File: src/rtl/conv_relu_maxpool.sv
// conv_relu_maxpool
//   Post-processing stage that sits directly after the convolution engine.
//   It consumes the raster-order stream of signed convolution results and applies
//   2x2, stride-2 max pooling followed by optional ReLU. For each frame it emits a
//   raster-order pooled map of (OUT_SIZE/2)x(OUT_SIZE/2) values.
//
//   Ports
//     clk           rising-edge clock
//     rst           synchronous, active-high reset
//     i_y           signed conv sample, raster order (row-major)
//     i_valid       i_y is valid this cycle; gaps of any length are allowed
//     o_y           signed pooled result; holds its last value while o_valid=0
//     o_valid       one-cycle pulse per pooled value
//     o_frame_done  high together with o_valid for the last pooled value of a frame
//
//   Handshake: the input is valid-only. Each i_valid=1 cycle is exactly one sample.
//   The output is valid-only with no backpressure, so the consumer must take o_y
//   on every cycle where o_valid=1. The output rate is at most one result per two
//   input samples.
module conv_relu_maxpool #(
  parameter int SUM_BW   = 16,
  parameter int OUT_SIZE = 28,
  parameter int CNT_BW   = 5,
  parameter int RELU_EN  = 1
) (
  input  logic                     clk,
  input  logic                     rst,
  input  logic signed [SUM_BW-1:0] i_y,
  input  logic                     i_valid,
  output logic signed [SUM_BW-1:0] o_y,
  output logic                     o_valid,
  output logic                     o_frame_done
);

  localparam int HALF = OUT_SIZE / 2;
  localparam logic [CNT_BW-1:0] LAST = CNT_BW'(OUT_SIZE - 1);

  logic [CNT_BW-1:0]        col_q, col_d;
  logic [CNT_BW-1:0]        row_q, row_d;
  logic signed [SUM_BW-1:0] hold_q, hold_d;
  logic signed [SUM_BW-1:0] o_y_q, o_y_d;
  logic                     o_valid_q, o_valid_d;
  logic                     o_frame_done_q, o_frame_done_d;

  // One entry per pooling window column. Each entry holds the max of the even-row
  // pair. It is always written on the even row before the odd row reads it, so the
  // buffer needs no reset.
  logic signed [SUM_BW-1:0] rowbuf_q [HALF];
  logic                     rowbuf_we;
  logic signed [SUM_BW-1:0] pair_max;
  logic signed [SUM_BW-1:0] win_max;
  logic [CNT_BW-2:0]        buf_idx;

  function automatic logic signed [SUM_BW-1:0] smax(
    input logic signed [SUM_BW-1:0] a,
    input logic signed [SUM_BW-1:0] b
  );
    return (a > b) ? a : b;
  endfunction

  assign buf_idx  = col_q[CNT_BW-1:1];
  assign pair_max = smax(hold_q, i_y);
  assign win_max  = smax(rowbuf_q[buf_idx], pair_max);

  always_comb begin
    col_d          = col_q;
    row_d          = row_q;
    hold_d         = hold_q;
    o_y_d          = o_y_q;
    o_valid_d      = 1'b0;
    o_frame_done_d = 1'b0;
    rowbuf_we      = 1'b0;

    if (i_valid) begin
      if (col_q == LAST) begin
        col_d = '0;
        row_d = (row_q == LAST) ? '0 : row_q + 1'b1;
      end else begin
        col_d = col_q + 1'b1;
      end

      if (!col_q[0]) begin
        // The left column of a window is kept only until its right neighbour arrives.
        hold_d = i_y;
      end else if (!row_q[0]) begin
        rowbuf_we = 1'b1;
      end else begin
        o_valid_d      = 1'b1;
        o_y_d          = ((RELU_EN != 0) && win_max[SUM_BW-1]) ? '0 : win_max;
        o_frame_done_d = (row_q == LAST) && (col_q == LAST);
      end
    end
  end

  always_ff @(posedge clk) begin
    if (rst) begin
      col_q          <= '0;
      row_q          <= '0;
      hold_q         <= '0;
      o_y_q          <= '0;
      o_valid_q      <= 1'b0;
      o_frame_done_q <= 1'b0;
    end else begin
      col_q          <= col_d;
      row_q          <= row_d;
      hold_q         <= hold_d;
      o_y_q          <= o_y_d;
      o_valid_q      <= o_valid_d;
      o_frame_done_q <= o_frame_done_d;
    end
  end

  // A write during reset is harmless: entries are always rewritten before they are read.
  always_ff @(posedge clk) begin
    if (rowbuf_we) begin
      rowbuf_q[buf_idx] <= pair_max;
    end
  end

  assign o_y          = o_y_q;
  assign o_valid      = o_valid_q;
  assign o_frame_done = o_frame_done_q;

endmodule
File: config.mk
export PLATFORM = sky130hd
export DESIGN_NAME = conv_relu_maxpool
export DESIGN_NICKNAME = d
export VERILOG_FILES = /design/src/rtl/conv_relu_maxpool.sv
export SDC_FILE = /design/constraint.sdc
export NUM_CORES = 1
export LEC_CHECK = 0
export ABC_AREA = 0
export BUFFER_PORTS_ARGS = -buffer_cell sky130_fd_sc_hd__buf_2
export CORE_MARGIN = 1
export CORE_UTILIZATION = 50
export CTS_CLUSTER_DIAMETER = 200
export CTS_CLUSTER_SIZE = 25
export DETAILED_ROUTE_END_ITERATION = 8
export PLACE_DENSITY = 0.77
export SYNTH_ARGS = -nofsm -noshare
export SYNTH_HDL_FRONTEND = slang
export SYNTH_SLANG_ARGS = --single-unit
File: constraint.sdc
create_clock -name clk -period 8.7 [get_ports clk]
set_input_delay 1.305 -clock clk [delete_from_list [all_inputs] [get_ports clk]]
set_output_delay 1.305 -clock clk [all_outputs]
set_load 0.02 [all_outputs]
==> out/metrics.cfg <==
[outcome]
status = completed

[sta]
drv_slew = 0
period_share_pct = 68.3
worstMarginPinSlew_ns = 1.01
hold_viol_final = 0
setup_viol = 0
finalSetupTns_ns = 0
skew_ns = 0.0245
relSlewSlack_pct = 32.5
rsz0062_at_grt = false
fin_crit_ns = 5.94
max_freq_mhz = 168
whs_ns = 0.480

[global_routing]
grt_max_degree = 53
track_usage_pct = 20.6
grt-ovfl-total = 0
antenna_found_initial = 0
grt_pass1_wl_um = 37800
grt_pass1_vias = 6785

[final_layout]
num-fill-cells = 1908
layout_commonest_cell = edfxtp_1
mostFrequentLayoutCells = edfxtp_1 (224), a21oi_1 (73), nor2_1 (60)
final_util_pct = 55.0
nets = 891
diodes = 0
layout-drive-gt1-share_pct = 18.8
syn_to_final_growth_pct = 8.16

[routing]
vias = 6808
wl_met1_um = 10300
drtIter0Drc = 604
met2_length_um = 12200
dr.pass1.iters = 5
avgRoutedWirePerCell_um = 21.0
ant_nets = 0
viasPerCell = 5.84
wl_met3_um = 1350
drc_errors = 0
routed_wl_um = 24500
maxUsedRoutingLayer = met4

[floorplan]
rows = 56
die-area_sq_um = 24400
die-width_um = 156
core_sq_um = 23400
io_pins = 37
initial_utilization_pct = 50.8
die_h_um = 156

[synthesis]
synthFlopType = edfxtp_1
synth_seq_cells = 271
syn_nets = 865
synthDistinctLibCells = 69
synth-seq-area-share_pct = 64.5
postSynthCellCount = 813
ys_warn_count = 0
synth_edf_count = 224
synth_area_per_cell_sq_um = 14.6
synth-async-reset-ratio_pct = 0
syn-cell-area_sq_um = 11900

[cts]
cts_hold_buf = 0
cts_max_path_buffers = 3
root_buffer = clkbuf_16
clkSinkCount = 271
clock_latency_ns = 0.49
htree_levels = 1
cts_tree = yes
cts_setup_buffers = 0
clkSlewWorstSetupHoldPaths_ns = 0.10
numCtsBuffers = 14
post_cts_resized = 0

[worst_hold_path]
min_path_type = reg -> reg

[power_and_ir_drop]
p_leak_nw = 4.40
ir_worst_vdd_mv = 0.114
pwr_density_cell_nw_per_um2 = 191
power_w = 0.00245

[critical_path]
reg2reg_slack_ns = 3.39
crit_type = in -> reg
cp_data_arrival_time_ns = 6.34
cp.required_ns = 9.10
critPathMaxFanout = 16
critPathCaptureType = register
critPathLaunchType = input pin

[run]
drv_cap = 0

[placement]
port_buffers = 35
hpwl_um = 15100
gp_congestion = 0.843

## cells by family (layout without fill, tap and decap cells)
group | count (synthesis) | after routing | share of synthesized area (%)
muxes | 100 | 100 | 13.9
other | 1 | 1 | 0.0315
adders and majority gates | 33 | 33 | 3.47
AOI/OAI and AO/OA | 137 | 137 | 7.45
DFF | 271 | 271 | 64.5
and+or+nand+nor | 174 | 174 | 7.22
xor gates and xnor gates | 2 | 2 | 0.147
buffers and inverters | 95 | 129 | 3.33
## sequential cells by signal (all words and copies together), names as in the netlist, named ones only
| name | count |
|---|---|
| row_q | 5 |
| hold_q | 16 |
| o_valid | 1 |
| o_frame_done | 1 |
| o_y | 15 |
| rowbuf_q | 224 |
| col_q | 5 |
## per-stage QoR
| step | cells | cell area (sq um) | worst slack (ns) |
|---|---|---|---|
| CTS | 1166 | 12900 | 2.81 |
| detailed placement | 1142 | 12400 | 2.32 |
| global route | 1166 | 12900 | 2.44 |
| global placement | 1142 | 12400 | 2.51 |
| floorplan | 813 | 11900 | 3.39 |
| finish | 1166 | 12900 | 2.76 |
## synth_stat cells (2+ instances only)
cell type	number	area, sq um
and2_1	3	18.8
mux2i_1	35	350
a32oi_1	13	114
a21oi_2	2	17.5
a21o_1	6	45.0
nand2_1	50	188
nor3_1	15	75.1
o21bai_1	2	15.0
ha_1	33	413
o21ai_0	14	70.1
mux4_2	46	1040
o21ai_1	2	10.0
buf_2	10	50.1
buf_1	2	7.51
mux2_4	10	150
a41oi_1	2	17.5
and4_1	3	26.3
dfxtp_1	47	941
clkbuf_1	27	101
inv_1	50	188
and3_1	5	31.3
nor2_1	60	225
a21oi_1	73	365
nor3b_1	4	30.0
nand2b_1	5	31.3
nor2b_1	4	25.0
a211oi_2	2	25.0
buf_6	2	22.5
a211oi_1	3	22.5
nand4_1	7	43.8
edfxtp_1	224	6730
nand3_1	6	30.0
mux2_2	8	90.1
buf_4	3	22.5
## area by class of cell
class	count	area [sq um]	share of cell area, %
timing repair buffer	54	318	2.47
sequential	271	7670	59.7
clock buffer	24	430	3.35
multi-input combinational	447	3850	29.9
inverter	51	191	1.49
tap	319	399	3.10
## metal layers
metal / global-route usage, % / vias up
met4: 6.72 / 0
met1: 27.7 / 3409
met2: 34.9 / 219
met5: 0 / -
met3: 2.46 / 48
li1: - / 3132
## critical path: stages
cell and delay (ns):
buf_2 0.09, inv_1 0.04, ha_1 0.33, a21o_1 0.19, a21o_1 0.18, a211oi_1 0.35
a311oi_2 0.19, nor2_2 0.81, mux2_2 0.54, inv_1 0.09, ha_1 0.31, nand4_1 0.19
nor4bb_1 0.42, nor2b_1 0.21, a211oi_2 0.08, a21boi_1 0.16, mux2i_4 0.46, a32oi_1 0.17
a21oi_1 0.19
## worst paths after layout
check | cells past startpoint | end | start
hold / removal | 2 | hold_q[4] | hold_q[4]
setup reg to reg | 17 | o_y[13] | hold_q[13]
hold reg to reg | 2 | hold_q[4] | hold_q[4]
setup / recovery | 19 | o_y[13] | i_y[13]
## where the power goes
group	leakage, nW	internal, W	total (W)	switching [W]
logic	1.77	0.000102	0.000272	0.000171
registers	2.42	0.00144	0.00145	0.0000103
clock network	0.207	0.000343	0.000728	0.000386
total	4.40	0.00189	0.00245	0.000567
Note: power is estimated with default switching activity, not from simulation.
